## config.mk

```make
export PLATFORM = sky130hd
export DESIGN_NAME = gb_host
export DESIGN_NICKNAME = d
export VERILOG_FILES = /design/src/rtl/gb_host.sv
export SDC_FILE = /design/constraint.sdc
export NUM_CORES = 1
export LEC_CHECK = 0
export BUFFER_PORTS_ARGS = -buffer_cell sky130_fd_sc_hd__buf_2
export CAP_MARGIN = 20
export CORE_ASPECT_RATIO = 1.4
export CORE_UTILIZATION = 53
export CTS_CLUSTER_DIAMETER = 120
export DETAILED_ROUTE_END_ITERATION = 8
export PLACE_DENSITY = 0.83
export SLEW_MARGIN = 20
export SYNTH_ARGS = -nofsm -noshare
export SYNTH_HDL_FRONTEND = slang
export SYNTH_SLANG_ARGS = --single-unit
```

## constraint.sdc

```tcl
create_clock -name clk -period 6.6 [get_ports clk]
set_input_delay 0.66 -clock clk [delete_from_list [all_inputs] [get_ports clk]]
set_output_delay 0.66 -clock clk [all_outputs]
set_load 0.005 [all_outputs]
```

## src/rtl/gb_host.sv

```systemverilog
// gb_host: single-master ghostbus host. Accepts one request at a time on a
// valid/ready port, issues a single-cycle write strobe or a fixed-latency
// read on the ghostbus, and reports completion with a one-cycle pulse.
//
// Build option: define GB_HOST_BURST_EN to let reads issue req_len+1 beats
// at incrementing addresses. Without it, every read is a single beat.
//
// state     | meaning
// ----------+------------------------------------------------------------
// IDLE      | waiting for a request; req_ready high
// WRITE     | gb_we asserted for exactly this one cycle
// READ_WAIT | address on bus, counting down RD_LAT until gb_din is sampled
// RESP      | rsp_valid pulse; return to IDLE or start the next burst beat
module gb_host #(
    parameter int AW     = 24,
    parameter int DW     = 32,
    parameter int RD_LAT = 2
) (
    input  logic          clk,
    input  logic          rst,
    input  logic          req_valid,
    output logic          req_ready,
    input  logic          req_we,
    input  logic [AW-1:0] req_addr,
    input  logic [DW-1:0] req_wdata,
    input  logic [7:0]    req_len,
    output logic          rsp_valid,
    output logic [DW-1:0] rsp_rdata,
    output logic          rsp_last,
    output logic          busy,
    output logic [AW-1:0] gb_addr,
    output logic [DW-1:0] gb_dout,
    output logic          gb_we,
    input  logic [DW-1:0] gb_din
);

`ifdef GB_HOST_BURST_EN
    localparam bit BURST_EN = 1'b1;
`else
    localparam bit BURST_EN = 1'b0;
`endif

    // Down-counter reload: READ_WAIT lasts RD_LAT cycles, expiring at zero.
    localparam logic [3:0] WAIT_LOAD = 4'(RD_LAT - 1);

    typedef enum logic [1:0] {
        IDLE      = 2'd0,
        WRITE     = 2'd1,
        READ_WAIT = 2'd2,
        RESP      = 2'd3
    } state_t;

    state_t     state;
    state_t     state_nxt;
    logic [3:0] wait_cnt;
    logic [7:0] beats_left;
    logic [7:0] len_eff;
    logic       accept;
    logic       wait_done;
    logic       more_beats;

    // Burst length only matters for reads in the burst build; writes and the
    // single-beat build always see zero extra beats.
    assign len_eff    = (BURST_EN && !req_we) ? req_len : 8'd0;
    assign accept     = req_valid && req_ready;
    assign wait_done  = (wait_cnt == 4'd0);
    assign more_beats = (beats_left != 8'd0);

    // State register.
    always_ff @(posedge clk or posedge rst) begin
        if (rst) begin
            state <= IDLE;
        end else begin
            state <= state_nxt;
        end
    end

    // Next-state decode.
    always_comb begin
        state_nxt = state;
        case (state)
            IDLE: begin
                if (accept) begin
                    state_nxt = req_we ? WRITE : READ_WAIT;
                end
            end
            WRITE: begin
                state_nxt = RESP;
            end
            READ_WAIT: begin
                if (wait_done) begin
                    state_nxt = RESP;
                end
            end
            RESP: begin
                state_nxt = more_beats ? READ_WAIT : IDLE;
            end
            default: begin
                state_nxt = IDLE;
            end
        endcase
    end

    // Outputs decoded from state; req_ready is held low while reset is applied.
    always_comb begin
        req_ready = (state == IDLE) && !rst;
        busy      = (state != IDLE);
        gb_we     = (state == WRITE);
        rsp_valid = (state == RESP);
        rsp_last  = (state == RESP) && !more_beats;
    end

    // Bus address/data, read capture, latency timer and burst beat counter.
    always_ff @(posedge clk or posedge rst) begin
        if (rst) begin
            gb_addr    <= '0;
            gb_dout    <= '0;
            rsp_rdata  <= '0;
            wait_cnt   <= 4'd0;
            beats_left <= 8'd0;
        end else begin
            case (state)
                IDLE: begin
                    if (accept) begin
                        gb_addr    <= req_addr;
                        gb_dout    <= req_wdata;
                        beats_left <= len_eff;
                        wait_cnt   <= WAIT_LOAD;
                    end
                end
                WRITE: begin
                    rsp_rdata <= '0;
                end
                READ_WAIT: begin
                    if (wait_done) begin
                        rsp_rdata <= gb_din;
                    end else begin
                        wait_cnt <= wait_cnt - 4'd1;
                    end
                end
                RESP: begin
                    // Next beat starts a fresh full RD_LAT wait at the next
                    // address; the adder wraps naturally at AW bits.
                    if (more_beats) begin
                        gb_addr    <= gb_addr + AW'(1);
                        beats_left <= beats_left - 8'd1;
                        wait_cnt   <= WAIT_LOAD;
                    end
                end
                default: begin
                    wait_cnt <= 4'd0;
                end
            endcase
        end
    end

endmodule

```

==> results by group <==
Status
  – Status: complete, no violations

Synthesis
  – Main synth FF type: dfrtp_1
  – Area share of the largest cell type after synthesis: 52.2%
  – Post-synth EDFFs: 0
  – Commonest cells post-synth: dfrtp_1 (102), mux2_2 (35), a22o_1 (32)
  – Top cells by area, synth: dfrtp_1 (52%), mux2_2 (8.1%), a22o_1 (5.7%)
  – Post-synth net total: 545
  – Syn_area_per_cell: 11.2 µm²
  – Distinct cells, synth: 60
  – Mapped cell area: 0.00489 mm²
  – Most common cell in the netlist: dfrtp_1
  – Post-synthesis sequential area ratio: 52.2%
  – Synth Register Bits: 102
  – Synth warnings: 0
  – Gate Count Post-Synth: 435
  – Async SR Flop Fraction: 100%
  – Post-synth top area cell: dfrtp_1

Detailed routing
  – Drt total wl: 12.2 mm
  – Drt via density: 5.93
  – Pre-antenna DRT Iters: 4
  – Drt drc: 0
  – Via count: 4276
  – DR WL/cell: 16.9 µm
  – Starting DRT DRC Count: 272
  – Routed Antenna Nets: 0

GRT
  – Vias in the first global route: 4228
  – Gr ovfl total: 0
  – Tot GR Track Use: 26.3%
  – Largest net degree at the start of global routing: 54
  – Antenna violations before repair: 0
  – First-pass GRT wire length: 20.0 mm

Clock tree
  – Clock Latency Late Sink: 0.34 ns
  – CTS buffer count: 9
  – H-tree lvl count: 3
  – Clock sink count: 102
  – CTS root buf: clkbuf_16
  – Cts hold-fix bufs: 0
  – Clk slew on worst S/H paths: 0.07 ns
  – CTS max path bufs: 2
  – Cts repair resizes: 0
  – CTS tree: done
  – # Post-CTS Setup Buffers: 0

Hold path
  – Hold Path Class: in2async

Worst setup path
  – Worst Path Required: 6.84 ns
  – Critical path class: reg2reg
  – Worst path arrival time: 3.29 ns
  – CP Launch Type: register
  – Critical path capture point type: register
  – Max FO, Critical Path: 23

Pwr
  – Worst vdd ir: 245 µV
  – Leak: 3.03 nW
  – Total power density per cell area: 479 mW/mm²

Timing
  – Slew margin rel.: 41.2%
  – Unrepaired setup endpoints after global routing: false
  – Final WS setup: 3.55 ns
  – Crit share post-route: 46.2%
  – Setup TNS: 0 ns
  – Fin. max-slew vios: 0
  – Final hold viol count: 0
  – Setup Skew: 0.00852 ns
  – Worst-margin pin slew: 0.883 ns
  – Peak Freq: 328 MHz
  – Final Critical Period: 3.05 ns
  – Hold slack: 0.420 ns
  – Final setup fails: 0

Final layout
  – Register area: 0.00255 mm²
  – Area of the multi-input gates: 0.00219 mm²
  – Fillers: 663
  – Layout cells sized above 1: 41.5%
  – Area Overhead vs Synth: 26.5%
  – Nets: 720
  – Number of antenna diodes: 0

Job
  – Max-cap violation count: 0

Placed design
  – Pre-CTS setup slack: 3.60 ns
  – Final HPWL DP: 8.90 mm
  – Routability Congestion: 0.855
  – Buffers added on ports: 184

Floorplan
  – Die Ht: 116 µm
  – Site Rows: 41
  – CORE AREA: 0.00898 mm²
  – DIE AREA: 0.00962 mm²
  – Die W: 83.2 µm
  – IO Count: 193
  – Initial Util: 54.5%
## logic make-up after synthesis
kind of cell               Yosys count  share of synthesized area (%)
AOI/OAI and AO/OA                  126                           19.2
and+or+nand+nor                    114                           13.1
DFF                                102                           52.2
buffers and inverters               42                           3.68
muxes                               41                           9.28
adders and majority gates           10                           2.56
## registers in the layout, summed over array words and instances, names as in the netlist
| register | flops |
|---|---|
| gb_addr | 24 |
| gb_dout | 32 |
| wait_cnt | 4 |
| rsp_rdata | 32 |
| beats_left | 8 |
| state | 2 |
## worst paths after layout
kind | from | endpoint | slack [ns] | cells past startpoint
setup / recovery | state[1] | gb_addr[22] | 3.55 | 5
hold / removal | rst | wait_cnt[3] | 0.42 | 2
setup reg to reg | state[1] | gb_addr[22] | 3.55 | 5
hold reg to reg | rsp_rdata[8] | rsp_rdata[8] | 0.50 | 1
max in group asynchronous | rst | state[1] | 5.06 | 3
min in group clk | rsp_rdata[8] | rsp_rdata[8] | 0.50 | 1
## cell usage in the layout (no fill, tap or decap), types with 2 or more instances in the layout
cell       synthesis  routed
o2bb2ai_1          3       3
a311oi_2           2       2
a21oi_2            1       2
nor2_1            18      18
clkbuf_16          0       9
nand4_1           12      12
nand3_1           10      10
o31ai_1            4       4
inv_1             16      15
a2bb2oi_1          2       2
ha_1              10      10
a22oi_1            3       3
o32ai_1            3       3
and3_1             4       4
nand2_1           27      27
o211ai_1           4       4
a211oi_1           3       3
mux2i_1            6       6
a311oi_1           3       3
nand3b_1           4       4
a21boi_0           2       2
or4_1              2       2
o22ai_1            6       6
buf_4              0       6
nor4_1             3       3
buf_2              6     184
dfrtp_1          102     102
mux2_2            35      35
and4_1             4       4
and2_1             5       5
a21oi_1           29      28
nand2b_1           6       6
a22o_1            32      32
o21ai_0           15      15
or3_1              4       4
nor3_1             4       4
o41ai_1            3       3
## worst max-delay path, stage by stage (launching register included)
cell      delay (ns)
dfrtp_1         0.37
ha_1            0.66
inv_1           0.58
o32ai_4         0.91
nor2_2          0.13
a311oi_2        0.29
## routing by layer
metal  track usage [%]  vias to the layer above  wire [µm]
met1              32.1                     2070       4840
met3              5.63                       23        838
met5                 0                        -          0
met4              11.1                        0        248
li1                  -                     1979          -
met2              45.5                      204       6240
## per-stage QoR
step	instances	power (mW)	utilization (%)	instance area, µm²
after floorplan	435	1.97	-	4890
after global placement	706	2.37	65.7	5900
after detailed placement	706	2.45	65.7	5900
after CTS	721	2.98	68.9	6190
after global routing	721	3.18	68.9	6190
final	721	2.96	68.9	6190
## report_power, final
| group | internal (mW) | switching (mW) |
|---|---|---|
| Clock | 0.293 | 0.227 |
| Combinational | 0.620 | 0.713 |
| Sequential | 0.887 | 0.223 |
| Total | 1.80 | 1.16 |
## layout make-up
| class | instances | share of cell area [%] |
|---|---|---|
| flip-flops and latches | 102 | 41.2 |
| multi-input cells | 291 | 35.3 |
| repair buffers | 190 | 15.6 |
| clock buffers | 10 | 3.70 |
| well taps | 107 | 2.16 |
| inverters | 16 | 1.01 |
| clock inverters | 5 | 0.970 |
Power figures use the tool's default switching activity.
